### config.mk
export PLATFORM = sky130hd
export DESIGN_NAME = pdp11_exec_sequencer
export DESIGN_NICKNAME = d
export VERILOG_FILES = /design/src/rtl/pdp11_exec_sequencer_pkg.sv /design/src/rtl/pdp11_decode.sv /design/src/rtl/pdp11_exec_sequencer.sv
export SDC_FILE = /design/constraint.sdc
export NUM_CORES = 1
export LEC_CHECK = 0
export CAP_MARGIN = 20
export CORE_UTILIZATION = 32
export CTS_BUF_LIST = sky130_fd_sc_hd__clkbuf_4
export DETAILED_ROUTE_END_ITERATION = 12
export DONT_BUFFER_PORTS = 1
export GPL_TIMING_DRIVEN = 0
export HOLD_SLACK_MARGIN = 0.05
export PLACE_DENSITY = 0.49
export SLEW_MARGIN = 5
export SYNTH_ARGS = -nofsm -noshare
export SYNTH_HDL_FRONTEND = slang
export SYNTH_HIERARCHICAL = 1
export SYNTH_SLANG_ARGS = --single-unit
### constraint.sdc
create_clock -name clk -period 4.1 [get_ports clk]
set_input_delay 1.23 -clock clk [delete_from_list [all_inputs] [get_ports clk]]
set_output_delay 1.23 -clock clk [all_outputs]
set_load 0.01 [all_outputs]
### src/rtl/pdp11_exec_sequencer_pkg.sv
// Shared types for the PDP-11 execution sequencer: FSM states, instruction formats, opcodes.
// Purely declarative, no latency or backpressure of its own.
package pdp11_exec_sequencer_pkg;

  typedef enum logic [2:0] {
    S_IDLE, S_FETCH, S_DECODE, S_SRC_RD, S_DST_RD, S_EXEC, S_WB, S_HALTED
  } seq_state_t;

  typedef enum logic [2:0] {
    CLS_DOP, CLS_SOP, CLS_BR, CLS_BNE, CLS_HALT, CLS_ILL
  } instr_cls_t;

  typedef enum logic [3:0] {
    DOP_MOV = 4'h1, DOP_CMP = 4'h2, DOP_BIT = 4'h3, DOP_BIC = 4'h4,
    DOP_BIS = 4'h5, DOP_ADD = 4'h6, DOP_SUB = 4'hE
  } dop_opc_t;

  typedef enum logic [9:0] {
    SOP_CLR = 10'o0050, SOP_COM = 10'o0051, SOP_INC = 10'o0052, SOP_DEC = 10'o0053,
    SOP_NEG = 10'o0054, SOP_ADC = 10'o0055, SOP_SBC = 10'o0056, SOP_TST = 10'o0057
  } sop_opc_t;

  localparam logic [7:0]  OPC_BR   = 8'o001;
  localparam logic [7:0]  OPC_BNE  = 8'o002;
  localparam logic [15:0] OPC_HALT = 16'o000000;

  typedef struct packed {
    logic [3:0] opc;
    logic [2:0] smode;
    logic [2:0] sreg;
    logic [2:0] dmode;
    logic [2:0] dreg;
  } dop_fmt_t;

  typedef struct packed {
    logic [9:0] opc;
    logic [2:0] dmode;
    logic [2:0] dreg;
  } sop_fmt_t;

  typedef struct packed {
    logic [7:0] opc;
    logic [7:0] off;
  } br_fmt_t;

  typedef union packed {
    logic [15:0] raw;
    dop_fmt_t    dop;
    sop_fmt_t    sop;
    br_fmt_t     br;
  } instr_u;

  // Word offset: sign-extend and scale to bytes; wraps mod 2^16.
  function automatic logic [15:0] br_target(input logic [15:0] pc_v, input logic [7:0] off);
    return pc_v + {{7{off[7]}}, off, 1'b0};
  endfunction

endpackage

### src/rtl/pdp11_decode.sv
// Combinational IR classifier: instruction class, operand modes/regs, writeback enable, illegal.
// Zero latency; no handshake.
module pdp11_decode
  import pdp11_exec_sequencer_pkg::*;
(
  input  logic [15:0] ir,
  output logic [2:0]  cls,
  output logic [2:0]  smode,
  output logic [2:0]  sreg,
  output logic [2:0]  dmode,
  output logic [2:0]  dreg,
  output logic        wb_en,
  output logic        illegal
);

  instr_u i;

  always_comb begin
    i       = ir;
    cls     = CLS_ILL;
    smode   = i.dop.smode;
    sreg    = i.dop.sreg;
    dmode   = i.dop.dmode;
    dreg    = i.dop.dreg;
    wb_en   = 1'b0;
    illegal = 1'b1;
    if (i.raw == OPC_HALT) begin
      cls     = CLS_HALT;
      illegal = 1'b0;
    end else if (i.dop.opc inside {DOP_MOV, DOP_CMP, DOP_BIT, DOP_BIC, DOP_BIS, DOP_ADD, DOP_SUB}) begin
      cls     = CLS_DOP;
      illegal = 1'b0;
      wb_en   = !(i.dop.opc inside {DOP_CMP, DOP_BIT});
    end else if (i.sop.opc inside {[SOP_CLR:SOP_TST]}) begin
      cls     = CLS_SOP;
      illegal = 1'b0;
      wb_en   = (i.sop.opc != SOP_TST);
    end else if (i.br.opc == OPC_BR) begin
      cls     = CLS_BR;
      illegal = 1'b0;
    end else if (i.br.opc == OPC_BNE) begin
      cls     = CLS_BNE;
      illegal = 1'b0;
    end
  end

endmodule

### src/rtl/pdp11_exec_sequencer.sv
// One-instruction-at-a-time PDP-11 control FSM owning PC, IR and NZVC; MOV R,R takes 6 cycles, branch 2.
// Memory and ALU requests are held stable until their ack/ready; each wait cycle stalls the FSM.
module pdp11_exec_sequencer
  import pdp11_exec_sequencer_pkg::*;
#(
  parameter logic [15:0] RESET_PC = 16'o000000,
  parameter int          ADDR_W   = 16
) (
  input  logic              clk,
  input  logic              reset_n,
  input  logic              start,
  output logic              mem_req,
  output logic              mem_we,
  output logic [ADDR_W-1:0] mem_addr,
  output logic [15:0]       mem_wdata,
  input  logic [15:0]       mem_rdata,
  input  logic              mem_ack,
  output logic [2:0]        rf_raddr,
  input  logic [15:0]       rf_rdata,
  output logic              rf_we,
  output logic [2:0]        rf_waddr,
  output logic [15:0]       rf_wdata,
  output logic              alu_valid,
  output logic [9:0]        alu_op,
  output logic [15:0]       alu_a,
  output logic [15:0]       alu_b,
  input  logic              alu_ready,
  input  logic [15:0]       alu_result,
  input  logic [3:0]        alu_nzvc,
  output logic [15:0]       pc,
  output logic [3:0]        psw_nzvc,
  output logic              halted,
  output logic              illegal
);

  seq_state_t  state_q, state_d;
  logic [15:0] pc_q, pc_d, ir_q, ir_d;
  logic [15:0] src_q, src_d, dst_q, dst_d, ea_q, ea_d, res_q, res_d;
  logic [3:0]  psw_q, psw_d;
  logic        ph_q, ph_d, illegal_q, illegal_d;

  logic [2:0]  dec_cls, dec_smode, dec_sreg, dec_dmode, dec_dreg;
  logic        dec_wb_en, dec_illegal;
  logic [15:0] maddr, op_val, opnd_dat;
  logic [2:0]  op_mode, op_reg;
  logic        opnd_vld;

  pdp11_decode u_decode (
    .ir      (ir_q),
    .cls     (dec_cls),
    .smode   (dec_smode),
    .sreg    (dec_sreg),
    .dmode   (dec_dmode),
    .dreg    (dec_dreg),
    .wb_en   (dec_wb_en),
    .illegal (dec_illegal)
  );

  always_ff @(posedge clk or negedge reset_n) begin
    if (!reset_n) begin
      state_q   <= S_IDLE;
      pc_q      <= RESET_PC;
      ir_q      <= 16'h0;
      src_q     <= 16'h0;
      dst_q     <= 16'h0;
      ea_q      <= 16'h0;
      res_q     <= 16'h0;
      psw_q     <= 4'h0;
      ph_q      <= 1'b0;
      illegal_q <= 1'b0;
    end else begin
      state_q   <= state_d;
      pc_q      <= pc_d;
      ir_q      <= ir_d;
      src_q     <= src_d;
      dst_q     <= dst_d;
      ea_q      <= ea_d;
      res_q     <= res_d;
      psw_q     <= psw_d;
      ph_q      <= ph_d;
      illegal_q <= illegal_d;
    end
  end

  always_comb begin
    state_d   = state_q;
    pc_d      = pc_q;
    ir_d      = ir_q;
    src_d     = src_q;
    dst_d     = dst_q;
    ea_d      = ea_q;
    res_d     = res_q;
    psw_d     = psw_q;
    ph_d      = ph_q;
    illegal_d = illegal_q;
    mem_req   = 1'b0;
    mem_we    = 1'b0;
    maddr     = 16'h0;
    mem_wdata = 16'h0;
    rf_raddr  = 3'd0;
    rf_we     = 1'b0;
    rf_waddr  = 3'd0;
    rf_wdata  = 16'h0;
    alu_valid = 1'b0;
    opnd_vld  = 1'b0;
    op_mode   = (state_q == S_SRC_RD) ? dec_smode : dec_dmode;
    op_reg    = (state_q == S_SRC_RD) ? dec_sreg : dec_dreg;
    // R7 reads as the PC already advanced past this instruction.
    op_val    = (op_reg == 3'd7) ? pc_q : rf_rdata;
    opnd_dat  = op_val;

    case (state_q)
      S_IDLE: if (start) state_d = S_FETCH;
      S_FETCH: begin
        mem_req = 1'b1;
        maddr   = pc_q;
        if (mem_ack) begin
          ir_d    = mem_rdata;
          pc_d    = pc_q + 16'd2;
          state_d = S_DECODE;
        end
      end
      S_DECODE: begin
        if (dec_illegal) begin
          state_d   = S_HALTED;
          illegal_d = 1'b1;
        end else begin
          case (dec_cls)
            CLS_DOP: begin
              ph_d    = 1'b0;
              state_d = S_SRC_RD;
            end
            CLS_SOP: begin
              src_d   = 16'h0;
              ph_d    = 1'b0;
              state_d = S_DST_RD;
            end
            CLS_BR: begin
              pc_d    = br_target(pc_q, ir_q[7:0]);
              state_d = S_FETCH;
            end
            CLS_BNE: begin
              if (!psw_q[2]) pc_d = br_target(pc_q, ir_q[7:0]);
              state_d = S_FETCH;
            end
            default: state_d = S_HALTED;
          endcase
        end
      end
      S_SRC_RD, S_DST_RD: begin
        rf_raddr = op_reg;
        if (op_mode == 3'd0) begin
          opnd_vld = 1'b1;
        end else if (op_mode == 3'd1) begin
          // Phase 0 captures and checks the EA so the memory address is a flop while mem_req is up.
          if (!ph_q) begin
            if (op_val[0]) begin
              state_d   = S_HALTED;
              illegal_d = 1'b1;
            end else begin
              ea_d = op_val;
              ph_d = 1'b1;
            end
          end else begin
            mem_req = 1'b1;
            maddr   = ea_q;
            if (mem_ack) begin
              opnd_vld = 1'b1;
              opnd_dat = mem_rdata;
              ph_d     = 1'b0;
            end
          end
        end else begin
          state_d   = S_HALTED;
          illegal_d = 1'b1;
        end
        if (opnd_vld) begin
          if (state_q == S_SRC_RD) begin
            src_d   = opnd_dat;
            state_d = S_DST_RD;
          end else begin
            dst_d   = opnd_dat;
            state_d = S_EXEC;
          end
        end
      end
      S_EXEC: begin
        alu_valid = 1'b1;
        if (alu_ready) begin
          res_d   = alu_result;
          psw_d   = alu_nzvc;
          state_d = S_WB;
        end
      end
      S_WB: begin
        if (!dec_wb_en) begin
          state_d = S_FETCH;
        end else if (dec_dmode == 3'd0) begin
          if (dec_dreg != 3'd7) begin
            rf_we    = 1'b1;
            rf_waddr = dec_dreg;
            rf_wdata = res_q;
          end else begin
            pc_d = res_q & 16'hFFFE;
          end
          state_d = S_FETCH;
        end else begin
          mem_req   = 1'b1;
          mem_we    = 1'b1;
          maddr     = ea_q;
          mem_wdata = res_q;
          if (mem_ack) state_d = S_FETCH;
        end
      end
      S_HALTED: state_d = S_HALTED;
      default:  state_d = S_IDLE;
    endcase
  end

  assign mem_addr  = ADDR_W'(maddr);
  assign alu_op    = ir_q[15:6];
  assign alu_a     = src_q;
  assign alu_b     = dst_q;
  assign pc        = pc_q;
  assign psw_nzvc  = psw_q;
  assign halted    = (state_q == S_HALTED);
  assign illegal   = illegal_q;

endmodule

After elaboration in Yosys (flattened, before gate mapping)
Cells that the tools add are included.

storage, ports and cells
  bits in read-only memories = 0
  memories kept = 0
  memory bits (writable) = 0
  word-level logic and storage cells = 183
  input bits = 57
  bits in latches = 0
  output and inout port bits = 122
  register bits after elaboration = 104

operators by class
  bitwise logic cells = 4
  mux-type cells = 97
  equal/unequal tests = 45
  magnitude comparators = 2
  shift-type cells = 0
  divide/modulo/power cells = 0
  add/subtract/negate cells = 2
  reductions and logical operators = 23
  $mul = 0

operator list
  kind                                                                                   number
  16-bit 2-to-1 mux                                                                      27
  16-bit case mux with 3 select lines                                                    2
  3-bit 2-to-1 mux                                                                       24
  16-bit case mux with 2 select lines                                                    2
  1-bit 2-to-1 mux                                                                       37
  2-bit != test (second input constant)                                                  13
  3-bit case mux with 7 select lines                                                     1
  5-bit AND reduction                                                                    4
  16-bit adder                                                                           1
  16-bit by 2-bit adder with 16-bit output (second input constant)                       1
  16-bit logical NOT                                                                     1
  3-bit equality test (second input constant)                                            5
  3-bit != test (second input constant)                                                  5
  3-bit by 2-bit equality test with 1-bit output (second input constant)                 4
  4-bit by 3-bit equality test with 1-bit output (second input constant)                 3
  3-bit logical NOT                                                                      4
  4-bit != test (second input constant)                                                  3
  10-bit by 6-bit greater-or-equal comparator with 1-bit output (second input constant)  1
  10-bit by 6-bit less-or-equal comparator with 1-bit output (second input constant)     1
  10-bit by 6-bit != test with 1-bit output (second input constant)                      1
  3-bit by 1-bit equality test with 1-bit output (second input constant)                 3
  3-bit case mux with 3 select lines                                                     1
  4-bit by 2-bit equality test with 1-bit output (second input constant)                 2
  8-bit by 1-bit equality test with 1-bit output (second input constant)                 1
  other kinds (18)                                                                       26

Longest topological paths before layout
Gate-level depths: netlist (run 1).

  depth in word-level cells = 11
  mapped depth = 15
  gate-level depth less buffers = 11

Cells and area by module
Netlist (run 1), hierarchy kept.

modules (own cells, without submodules)
  module                area an instance (sq um)  cells each  sequential area each (sq um)  times used
  pdp11_exec_sequencer  5954.5                    641         2577.5                        1
  pdp11_decode          249.0                     38          0.0                           1

Worst setup path before layout (run 1)
Ideal clock, no wire load.

  kind = register -> register
  start point = register state_q[0]
  end point = register pc_q[15] (netlist: pc[15])
  buffers on the path = 3
  slack = 0.703 ns
  cell stages (with the launch flop) = 15
  setup time = 0.124 ns
  required time = 3.976 ns
  period minus slack after synthesis = 3.397 ns
  arrival = 3.273 ns
  cell sequence = dfrtp_1 -> buf_2 -> clkbuf_1 -> nor3b_1 -> clkbuf_1 -> nand2b_1 -> ha_1 -> inv_1 -> fa_1 -> nand2b_1 -> a21oi_1 -> o311a_1 -> or4_4 -> and4_4 -> a211o_1

between the ends
  longest elaborated chain between the ends = 3
  elaborated cells between the ends (all ways) = 13
  classes of those cells = 10 x eq/ne; 1 x mux; 2 x reduce/logical

RTL lines
  what                                                                                     RTL line                     RTL
  start, declared                                                                          pdp11_exec_sequencer.sv:36   seq_state_t state_q, state_d;
  start signal, assigned                                                                   pdp11_exec_sequencer.sv:72   state_q <= state_d;
  3-bit by 2-bit equality test with 1-bit output, or another cell as far along             pdp11_exec_sequencer.sv:112  case (state_q)
  3-bit by 2-bit != test with 1-bit output (no source line), or another cell as far along  -
  8-bit AND reduction (no source line)                                                     -
  end signal, assigned                                                                     pdp11_exec_sequencer.sv:73   pc_q <= pc_d;
  end, declared                                                                            pdp11_exec_sequencer.sv:37   logic [15:0] pc_q, pc_d, ir_q, ir_d;

Several ways; a longest one is shown, not always the timed one.
A chain may end at the register's enable or synchronous reset.

Final worst setup path (run 1)
  start point = register ir_q[7]
  end point = output rf_waddr[1]

between the ends
  longest elaborated chain between the ends = 7
  elaborated cells between the ends (all ways) = 10
  classes of those cells = 2 x order compare; 1 x eq/ne; 5 x mux; 2 x reduce/logical

RTL lines
  what                                                                                                                                                RTL line                     RTL
  start, declared                                                                                                                                     pdp11_exec_sequencer.sv:37
  start signal, assigned                                                                                                                              pdp11_exec_sequencer.sv:74   ir_q <= ir_d;
  10-bit by 6-bit greater-or-equal comparator with 1-bit output / 10-bit by 6-bit less-or-equal comparator with 1-bit output (equally long branches)  pdp11_decode.sv:34           end else if (i.sop.opc inside {[SOP_CLR:SOP_TST]}) begin
  1-bit logical AND                                                                                                                                   pdp11_decode.sv:34
  1-bit 2-to-1 mux                                                                                                                                    pdp11_decode.sv:34
  1-bit 2-to-1 mux                                                                                                                                    pdp11_decode.sv:30           end else if (i.dop.opc inside {DOP_MOV, DOP_CMP, DOP_BIT, DOP_BIC, DOP_BIS, DOP_ADD, DOP_SUB}) begin
  1-bit 2-to-1 mux (*)                                                                                                                                pdp11_decode.sv:27           if (i.raw == OPC_HALT) begin
  net dec_wb_en                                                                                                                                       pdp11_exec_sequencer.sv:43   logic dec_wb_en, dec_illegal;
  3-bit 2-to-1 mux (*)                                                                                                                                pdp11_exec_sequencer.sv:196  if (!dec_wb_en) begin
  3-bit 2-to-1 mux (*)                                                                                                                                pdp11_exec_sequencer.sv:112
  end, declared                                                                                                                                       pdp11_exec_sequencer.sv:21   output logic [2:0] rf_waddr,

Mark *: on every way through the listed nets, which the timed path passes. The rest lies on a longest branch.

==> flow_summary.toml, run 1 <==
[status]
outcome = "finished clean"

[cells_and_area]
drive_gt1_share_pct = 15.9
finish.net_count = 756
final_cells = 956
finish.instance_area_um2 = 6720
num-fill-cells = 1939
num_antenna_cells = 0
regArea_um2 = 2580
post-route-util_pct = 35.7
multiInputGateArea_um2 = 3250
area_growth_pct = 8.25

[setup_path]
reg2reg_slack_ns = 0.29
crit_type = "reg -> out"
reg2reg_from = "state_q[1]"
crit_path_end_kind = "output port"
rr_endpoint = "pc[15]"
cp_max_fo = 10
crit_end = "rf_waddr[1]"
startpoint = "ir_q[7]"
cp_slowest_cell = "dfrtp_1"
critical-path-max-stage-delay_ns = 0.54
r2r_cells = 13
cp_cell_sequence = "nand3_1 > nand4b_1 > a21oi_2 > nand3_1 > nor2b_4 > clkbuf_2 > and2_1"
cp-start-kind = "register"
path_common_cell = "nand3_1"
worstPathArrival_ns = 2.69
crit_required_ns = 2.87

[power]
power.density_nw_per_um2 = 702
ir_drop_v = 0.000259
p_total_mw = 4.71
cellLeakagePower_nw = 3.00

[synthesis]
synth.yosys.seq_area_share_pct = 41.5
avgSynthCellArea_um2 = 9.14
netlist_instances = 679
synth-async-reset-ratio_pct = 100
yosysTopAreaCell = "dfrtp_1"
ys_warn_count = 6
yosysUniqueCellTypes = 69
yosys-top-cells-area = "dfrtp_1 42%, mux2_2 6.4%, o21ai_0 5.2%"
synth_edf_count = 0
ys_ff_latch = 103
yosysTopAreaCellShare_pct = 41.5
syn_area_um2 = 6200
synth_ff_type = "dfrtp_1"

[placed_design]
placed_cells = 940
hpwl_um = 15400
portBuffers = 0
dpl-instance-area_um2 = 6530
gp_congestion = 0.848

[timing]
setup_viol = 0
drv_slew = 0
final.min_clock_period_ns = 3.92
rsz0062_at_grt = "false"
fin_worst_skew_ns = 0.0188
fmax_mhz = 255
worst_pin_slew_ns = 0.774
slew_headroom_pct = 48.3
min_period_over_period_pct = 95.6
timing.final.hold_violations = 0

[floorplanning]
fp.dieH_um = 141
die_x_um = 141
row_count = 50
die_area_um2 = 19900
initial_core_util_pct = 32.9
pin_count = 179
core_region_area_um2 = 18800

[clock_network]
htree_levels = 3
cts_sinks = 103
clk_pin_slew_ns = 0.17
ctsRootBufferMaster = "clkbuf_4"
cts_tree = "built"
clkLatencyLatePin_ns = 0.50
clockBufferDepth = 2
cts_buffers = 9
postCtsHoldBufs = 0

[grt]
first_global_vias = 5076
grt_pass1_wl_um = 30600
antenna_found_initial = 0
grt_overflow_total = 0
grt_usage_pct = 20.4
grt_max_degree = 104

[min_path]
hp-class = "in -> async"

[drt]
ant_nets = 0
route.vias.total = 5140
drt_iter0_drc = 320
drc_errors = 0
drtPass1Iterations = 4
wire_per_inst_um = 21.0
vias_per_cell = 5.38
drt-total-wl_um = 20100

[job]
drv_cap = 0
-- synthesized netlist by cell type (4+ instances only) --
library cell    n
a31oi_1         7
ha_1            7
nor3_1         14
mux2_2         35
xnor2_1         5
nand2b_1        8
and3_1         10
nor2b_1         4
clkbuf_1       32
mux2i_1        21
o21a_1          5
or3_1           5
o21ai_0        65
nand2_1        85
nand3_1        15
inv_1           9
a22o_1         16
and2_1         43
a21o_1          4
dfrtp_1       103
a211oi_1        5
a21oi_1        35
buf_4          28
buf_2           7
or4_1           4
or2_2           4
nor2_1         43
-- logic make-up (layout without fill, tap and decap cells) --
family                     Yosys count  in the layout  synth area share [%]
and+or+nand+nor                    260            260                  21.9
xor gates and xnor gates             6              6                 0.847
adders and majority gates            9              9                  1.90
DFF                                103            103                  41.5
buffers and inverters               77             93                  6.62
other                                1              2                0.0605
muxes                               57             57                  9.92
AOI/OAI and AO/OA                  166            166                  17.2
-- where the power goes --
part | internal, mW | switching, mW | leakage [nW]
Clock | 0.193 | 0.389 | 0.0784
Sequential | 1.47 | 0.623 | 1.23
Combinational | 0.921 | 1.11 | 1.69
-- per-stage QoR --
| step | worst slack (ns) | hold slack [ns] | setup TNS (ns) |
|---|---|---|---|
| 2_1_floorplan | 0.703 | 0.477 | 0 |
| 3_3_place_gp | -0.0577 | 0.501 | -0.407 |
| 3_5_place_dp | -0.0800 | 0.507 | -0.556 |
| 4_1_cts | 0.0687 | 0.362 | 0 |
| 5_1_grt | 0.000423 | 0.347 | 0 |
| 6_report | 0.180 | 0.390 | 0 |
-- how the worst min path moves through the flow --
stage                     slack, ns  startpoint       end
after CTS                      0.36     reset_n   ea_q[8]
after detailed placement       0.51    res_q[0]  res_q[0]
final                          0.39     reset_n  ir_q[14]
after global routing           0.35     reset_n  ir_q[14]
after global placement         0.50    res_q[0]  res_q[0]
after floorplan                0.48     ir_q[0]   ir_q[0]
-- critical path, delay by kind of cell (launching register included) --
family	cells	cell delay, ns
AND/OR/NAND/NOR	5	1.08
buffers and inverters	1	0.30
flip-flops	1	0.54
AO/OA/AOI/OAI	1	0.27
-- flip-flops by register name (all words and copies together) (netlist names) --
register	count
ph_q	1
pc	15
res_q	16
ea_q	15
state_q	3
psw_nzvc	4
ir_q	16
illegal	1
alu_a	16
alu_b	16
-- final cells by class --
type / count / share of cell area, %
Sequential cell: 103 / 38.4
Clock inverter: 7 / 1.19
Buffer: 67 / 5.59
Clock buffer: 9 / 1.01
Multi-Input combinational cell: 500 / 48.4
Tap cell: 260 / 4.84
Timing Repair Buffer: 1 / 0.112
Inverter: 9 / 0.503
-- layer usage --
layer	vias up	track usage, %	wire length [µm]	share of wire (%)
li1	2407	-	-	-
met1	2521	27.0	8880	44
met2	194	33.1	9330	46
met3	18	5.26	1550	7.7
met4	0	5.09	347	1.7
met5	-	0	0	0
-- cells in the final DEF, fill, tap and decap left out, drive strengths merged, types with 16 or more instances in the layout --
cell and n:
dfrtp 103, clkbuf 40, nand2 85, and2 43, mux2i 21, a21oi 36
mux2 36, nor2 43, buf 37, a22o 16, o21ai 65
-- repair_timing --
item / 4_1_cts / 5_1_grt
setup endpoints to repair: 36 / 17
resized for setup: 7 / 2
gates cloned: 0 / 0
buffers inserted: 1 / 0
(Power assumes the default switching activity.)
==> inputs of run 2 (changes only) <==
Settings changed: CORE_UTILIZATION 32 to 65, PLACE_DENSITY 0.49 to 0.84.
==> flow_summary.toml, run 2 (same netlist as run 1, synthesis figures left out) <==
[timing]
final.min_clock_period_ns = 4.01
drv_slew = 0
worst_pin_slew_ns = 0.695
rsz0062_at_grt = "false"
fin_tns_setup_ns = 0
min_period_over_period_pct = 97.7
fmax_mhz = 250
setup_viol = 0
slew_headroom_pct = 53.6
timing.final.hold_violations = 0
fin_worst_skew_ns = 0.0247

[floorplanning]
initial_core_util_pct = 67.1
die_area_um2 = 9940
fp.dieH_um = 99.7
pin_count = 179
die_x_um = 99.7
core_region_area_um2 = 9240
row_count = 35

[power]
power.density_nw_per_um2 = 718
pwr-share-comb_pct = 42.7
p_total_mw = 4.73
p_int_mw = 2.65
p_sw_share_pct = 43.9
cellLeakagePower_nw = 3.02
ir_drop_v = 0.000306
p_sw_mw = 2.08
p_seq_share_pct = 43.6
p_clk_share_pct = 13.7

[min_path]
hp-class = "in -> async"

[setup_path]
rr_endpoint = "pc[15]"
critical-path-max-stage-delay_ns = 0.50
reg2reg_from = "state_q[1]"
path_delay_family = "compound AO/OA/AOI/OAI gates"
cp_num_buf_inv = 2
worstPathArrival_ns = 2.78
reg2reg_slack_ns = 0.17
crit_path_end_kind = "output port"
crit_required_ns = 2.87
r2r_cells = 13
cp_cell_sequence = "buf_4 > nor3b_1 > mux2i_1 > nor2_1 > a21o_1 > clkbuf_2 > a22o_1"
cp_slowest_cell = "dfrtp_1"
cp_max_fo = 10
crit_type = "reg -> out"
cp-start-kind = "register"

[cells_and_area]
drive_gt1_share_pct = 15.8
final_cell_mix = "103 x dfrtp_1, 85 x nand2_1, 65 x o21ai_0"
num_antenna_cells = 0
area_growth_pct = 6.13
regArea_um2 = 2580
final_common_cell = "dfrtp_1"
num-fill-cells = 707
multiInputGateArea_um2 = 3240
finish.net_count = 757

[clock_network]
clockBufferDepth = 2
ctsRootBufferMaster = "clkbuf_4"
cts_tree = "built"
cts_sinks = 103
cts_buffers = 9
clk_pin_slew_ns = 0.19
postCtsHoldBufs = 0
htree_levels = 3
clkLatencyLatePin_ns = 0.46

[placed_design]
portBuffers = 0
gp_congestion = 0.908
hpwl_um = 12600

[grt]
grt_overflow_total = 0
first_global_vias = 5067
antenna_found_initial = 0
grt_pass1_wl_um = 25900
grt_usage_pct = 33.7
grt_max_degree = 104

[drt]
drt-total-wl_um = 16700
route.vias.total = 5327
drc_errors = 0
ant_nets = 0
wire_per_inst_um = 20.3
vias_per_cell = 6.45
drtPass1Iterations = 5
drt_iter0_drc = 328

[status]
outcome = "finished clean"

[job]
drv_cap = 0
[run 2: changes by cell type in the layout (fill, tap and decap cells not counted), sizes merged]
cell      before  now
bufinv         1    2
clkbuf        40   41
clkinv         3    2
clkinvlp       1    0
inv           11   12
[run 2: worst max path at each step]
stage	startpoint	to	slack, ns	cells after the start
global placement	ir_q[7]	mem_addr[10]	0.16	7
detailed placement	ir_q[7]	mem_addr[12]	0.09	7
CTS	ir_q[4]	mem_addr[10]	0.02	7
global route	ir_q[3]	mem_addr[10]	0.004	7
floorplan	state_q[0]	pc[15]	0.70	14
finish	ir_q[3]	mem_addr[10]	0.09	7
[run 2: timing repair]
item / 4_1_cts / 5_1_grt
buffers inserted: 1 / 0
setup endpoints to repair: 28 / 21
resized for setup: 3 / 7
[run 2: routing by layer]
layer	up-vias	GRT usage [%]	part of all wire [%]
met2	294	55.4	47
li1	2419	-	-
met5	-	0	0
met1	2571	43.4	40
met4	0	14.9	3.2
met3	43	6.32	9.5
[run 2: cell type report]
cell class / instances / area share (%)
Buffer: 68 / 5.78
Inverter: 9 / 0.513
Timing Repair Buffer: 1 / 0.114
Tap cell: 129 / 2.45
Sequential cell: 103 / 39.1
Clock buffer: 9 / 1.03
Clock inverter: 7 / 1.73
Multi-Input combinational cell: 500 / 49.2
[run 2: through the flow]
stage / instance area (µm²) / hold slack, ns / cells / util [%] / worst slack (ns)
finish: 6580 / 0.438 / 826 / 71.3 / 0.0945
global route: 6580 / 0.403 / 826 / 71.3 / 0.00405
CTS: 6570 / 0.420 / 826 / 71.1 / 0.0214
detailed placement: 6370 / 0.518 / 809 / 68.9 / 0.0926
global placement: 6370 / 0.505 / 809 / 68.9 / 0.163
floorplan: 6210 / 0.477 / 680 / - / 0.703
[run 2: worst register-to-register path, stage by stage, from the launching register on]
cell	delay (ns)
dfrtp_1	0.54
buf_2	0.27
nor3b_1	0.37
clkbuf_2	0.30
nand2b_1	0.15
ha_1	0.24
inv_1	0.08
fa_1	0.20
nand2b_1	0.15
a21oi_1	0.10
o311a_1	0.43
or4_4	0.55
and4_4	0.20
a211o_1	0.26
[run 2: power groups by stage]
stage | clock [mW] | sequential [mW] | combinational (mW)
floorplan | 0 | 1.90 | 1.62
global placement | 0 | 2.04 | 1.89
detailed placement | 0 | 2.07 | 1.96
CTS | 0.649 | 2.05 | 1.99
global route | 0.681 | 2.12 | 2.22
finish | 0.646 | 2.06 | 2.02
==> inputs of run 3 (changes only) <==
--- a/config.mk
+++ b/config.mk
@@ -12,5 +12,4 @@
 export DONT_BUFFER_PORTS = 1
 export GPL_TIMING_DRIVEN = 0
-export HOLD_SLACK_MARGIN = 0.05
 export PLACE_DENSITY = 0.84
 export SLEW_MARGIN = 5
==> constraint.sdc (replaced) <==
create_clock -name clk -period 4.1 [get_ports clk]
set_input_delay 0.41 -clock clk [delete_from_list [all_inputs] [get_ports clk]]
set_output_delay 0.41 -clock clk [all_outputs]
set_load 0.01 [all_outputs]
==> flow_summary.toml, run 3 (same netlist as run 1, synthesis figures left out) <==
[status]
outcome = "finished clean"

[timing]
setup_viol = 0
slew_headroom_pct = 48.8
drv_slew = 0
final.min_clock_period_ns = 3.93
timing.final.hold_violations = 0
min_period_over_period_pct = 96.0
fmax_mhz = 254
fin_worst_skew_ns = 0.0253
fin_tns_setup_ns = 0
rsz0062_at_grt = "false"
worst_pin_slew_ns = 0.764
timing.final.ws_setup_ns = 0.166

[placed_design]
hpwl_um = 12600
dp_slack_ns = 0.137
portBuffers = 0
gp_congestion = 0.908

[power]
p_total_mw = 4.74
ir_drop_v = 0.000310
cellLeakagePower_nw = 3.02
power.density_nw_per_um2 = 720

[cells_and_area]
num_antenna_cells = 0
final_common_cell = "dfrtp_1"
post-route-util_pct = 71.3
drive_gt1_share_pct = 15.0
num-fill-cells = 705
finish.net_count = 758
final_cell_mix = "103 x dfrtp_1, 85 x nand2_1, 65 x o21ai_0"
area_growth_pct = 6.21

[floorplanning]
core_region_area_um2 = 9240
fp.dieH_um = 99.7
die_x_um = 99.7
initial_core_util_pct = 67.1
row_count = 35
pin_count = 179
die_area_um2 = 9940

[clock_network]
clockBufferDepth = 2
htree_levels = 3
clkLatencyLatePin_ns = 0.47
clk_pin_slew_ns = 0.20
cts_tree = "built"
cts_sinks = 103
ctsRootBufferMaster = "clkbuf_4"
cts_buffers = 9
post_cts_buffers = 0

[setup_path]
rr_endpoint = "pc[15]"
cp_num_buf_inv = 3
cp_slowest_cell = "or4_4"
path_common_cell = "nand2b_1"
reg2reg_slack_ns = 0.17
crit_required_ns = 4.45
cp-start-kind = "register"
path_delay_family = "simple AND/OR/NAND/NOR gates"
crit_type = "reg -> reg"
r2r_cells = 13
worstPathArrival_ns = 4.29
critical-path-max-stage-delay_ns = 0.55
cp_cell_sequence = "buf_2 > nor3b_1 > clkbuf_2 > nand2b_1 > ha_1 > inv_1 > fa_1 > nand2b_1 > a21oi_1 > o311a_1 > or4_4 > and4_4 > a211o_1"
reg2reg_from = "state_q[1]"
crit_path_end_kind = "register"
cp_max_fo = 10

[min_path]
hp-class = "in -> reg"
min-delay-start = "mem_rdata[4]"
whs_endpoint = "ir_q[4]"
holdPathStages = 1

[drt]
route.vias.total = 5345
drc_errors = 0
drt_iter0_drc = 314
drtPass1Iterations = 5
vias_per_cell = 6.46
drt-total-wl_um = 16900
wire_per_inst_um = 20.4
ant_nets = 0

[grt]
grt_max_degree = 104
grt_pass1_wl_um = 26200
first_global_vias = 5076
grt_usage_pct = 34.0
antenna_found_initial = 0
grt_overflow_total = 0

[job]
drv_cap = 0
## run 3: changes by cell type in the layout (fill, tap and decap cells not counted), sizes merged
cell,before,now
dlygate4sd3,0,1
## run 3: timing repair
item | 4_1_cts | 5_1_grt
setup endpoints to repair | 0 | 2
resized for setup | 0 | 2
hold buffers | 2 | 0
hold endpoints to repair | 103 | 0
## run 3: worst max-delay path by stage
stage / endpoint / slack, ns / startpoint / depth (start not counted)
floorplan: pc[15] / 0.70 / state_q[0] / 14
global placement: pc[15] / 0.21 / state_q[0] / 14
detailed placement: pc[15] / 0.14 / state_q[0] / 14
CTS: pc[15] / 0.07 / state_q[0] / 14
global route: pc[15] / 0.01 / state_q[0] / 14
finish: pc[15] / 0.17 / state_q[1] / 13
## run 3: final cells by class
type	count	area [µm²]	area share (%)
multi-input cells	500	3220	48.9
flip-flops and latches	103	2580	39.1
plain buffers	68	378	5.73
well taps	129	161	2.45
clock inverters	7	114	1.73
clock buffers	9	67.6	1.03
repair buffers	2	37.5	0.570
inverters	9	33.8	0.513
## run 3: power by group
part	internal, mW	switching, mW
registers	1.47	0.597
clock network	0.263	0.392
logic	0.912	1.11
total	2.64	2.10
## run 3: per-stage QoR
stage / hold slack, ns / area [µm²] / instances
floorplan: 0.114 / 6210 / 680
global placement: 0.117 / 6370 / 809
detailed placement: 0.117 / 6370 / 809
CTS: 0.0713 / 6590 / 827
global route: 0.0573 / 6590 / 827
finish: 0.0709 / 6590 / 827
## run 3: worst register-to-register path, cell delays in order, from the launching register on
cell and delay [ns]:
dfrtp_1 0.54, buf_2 0.27, nor3b_1 0.37, clkbuf_2 0.30, nand2b_1 0.15, ha_1 0.24
inv_1 0.08, fa_1 0.20, nand2b_1 0.15, a21oi_1 0.10, o311a_1 0.43, or4_4 0.55
and4_4 0.20, a211o_1 0.26
## run 3: per-layer routing
metal	GRT usage [%]	part of all wire [%]	wire, µm
met5	0	0	0
met4	14.3	3.3	562
met3	6.25	8.9	1490
met2	56.7	47	7930
met1	43.6	41	6890
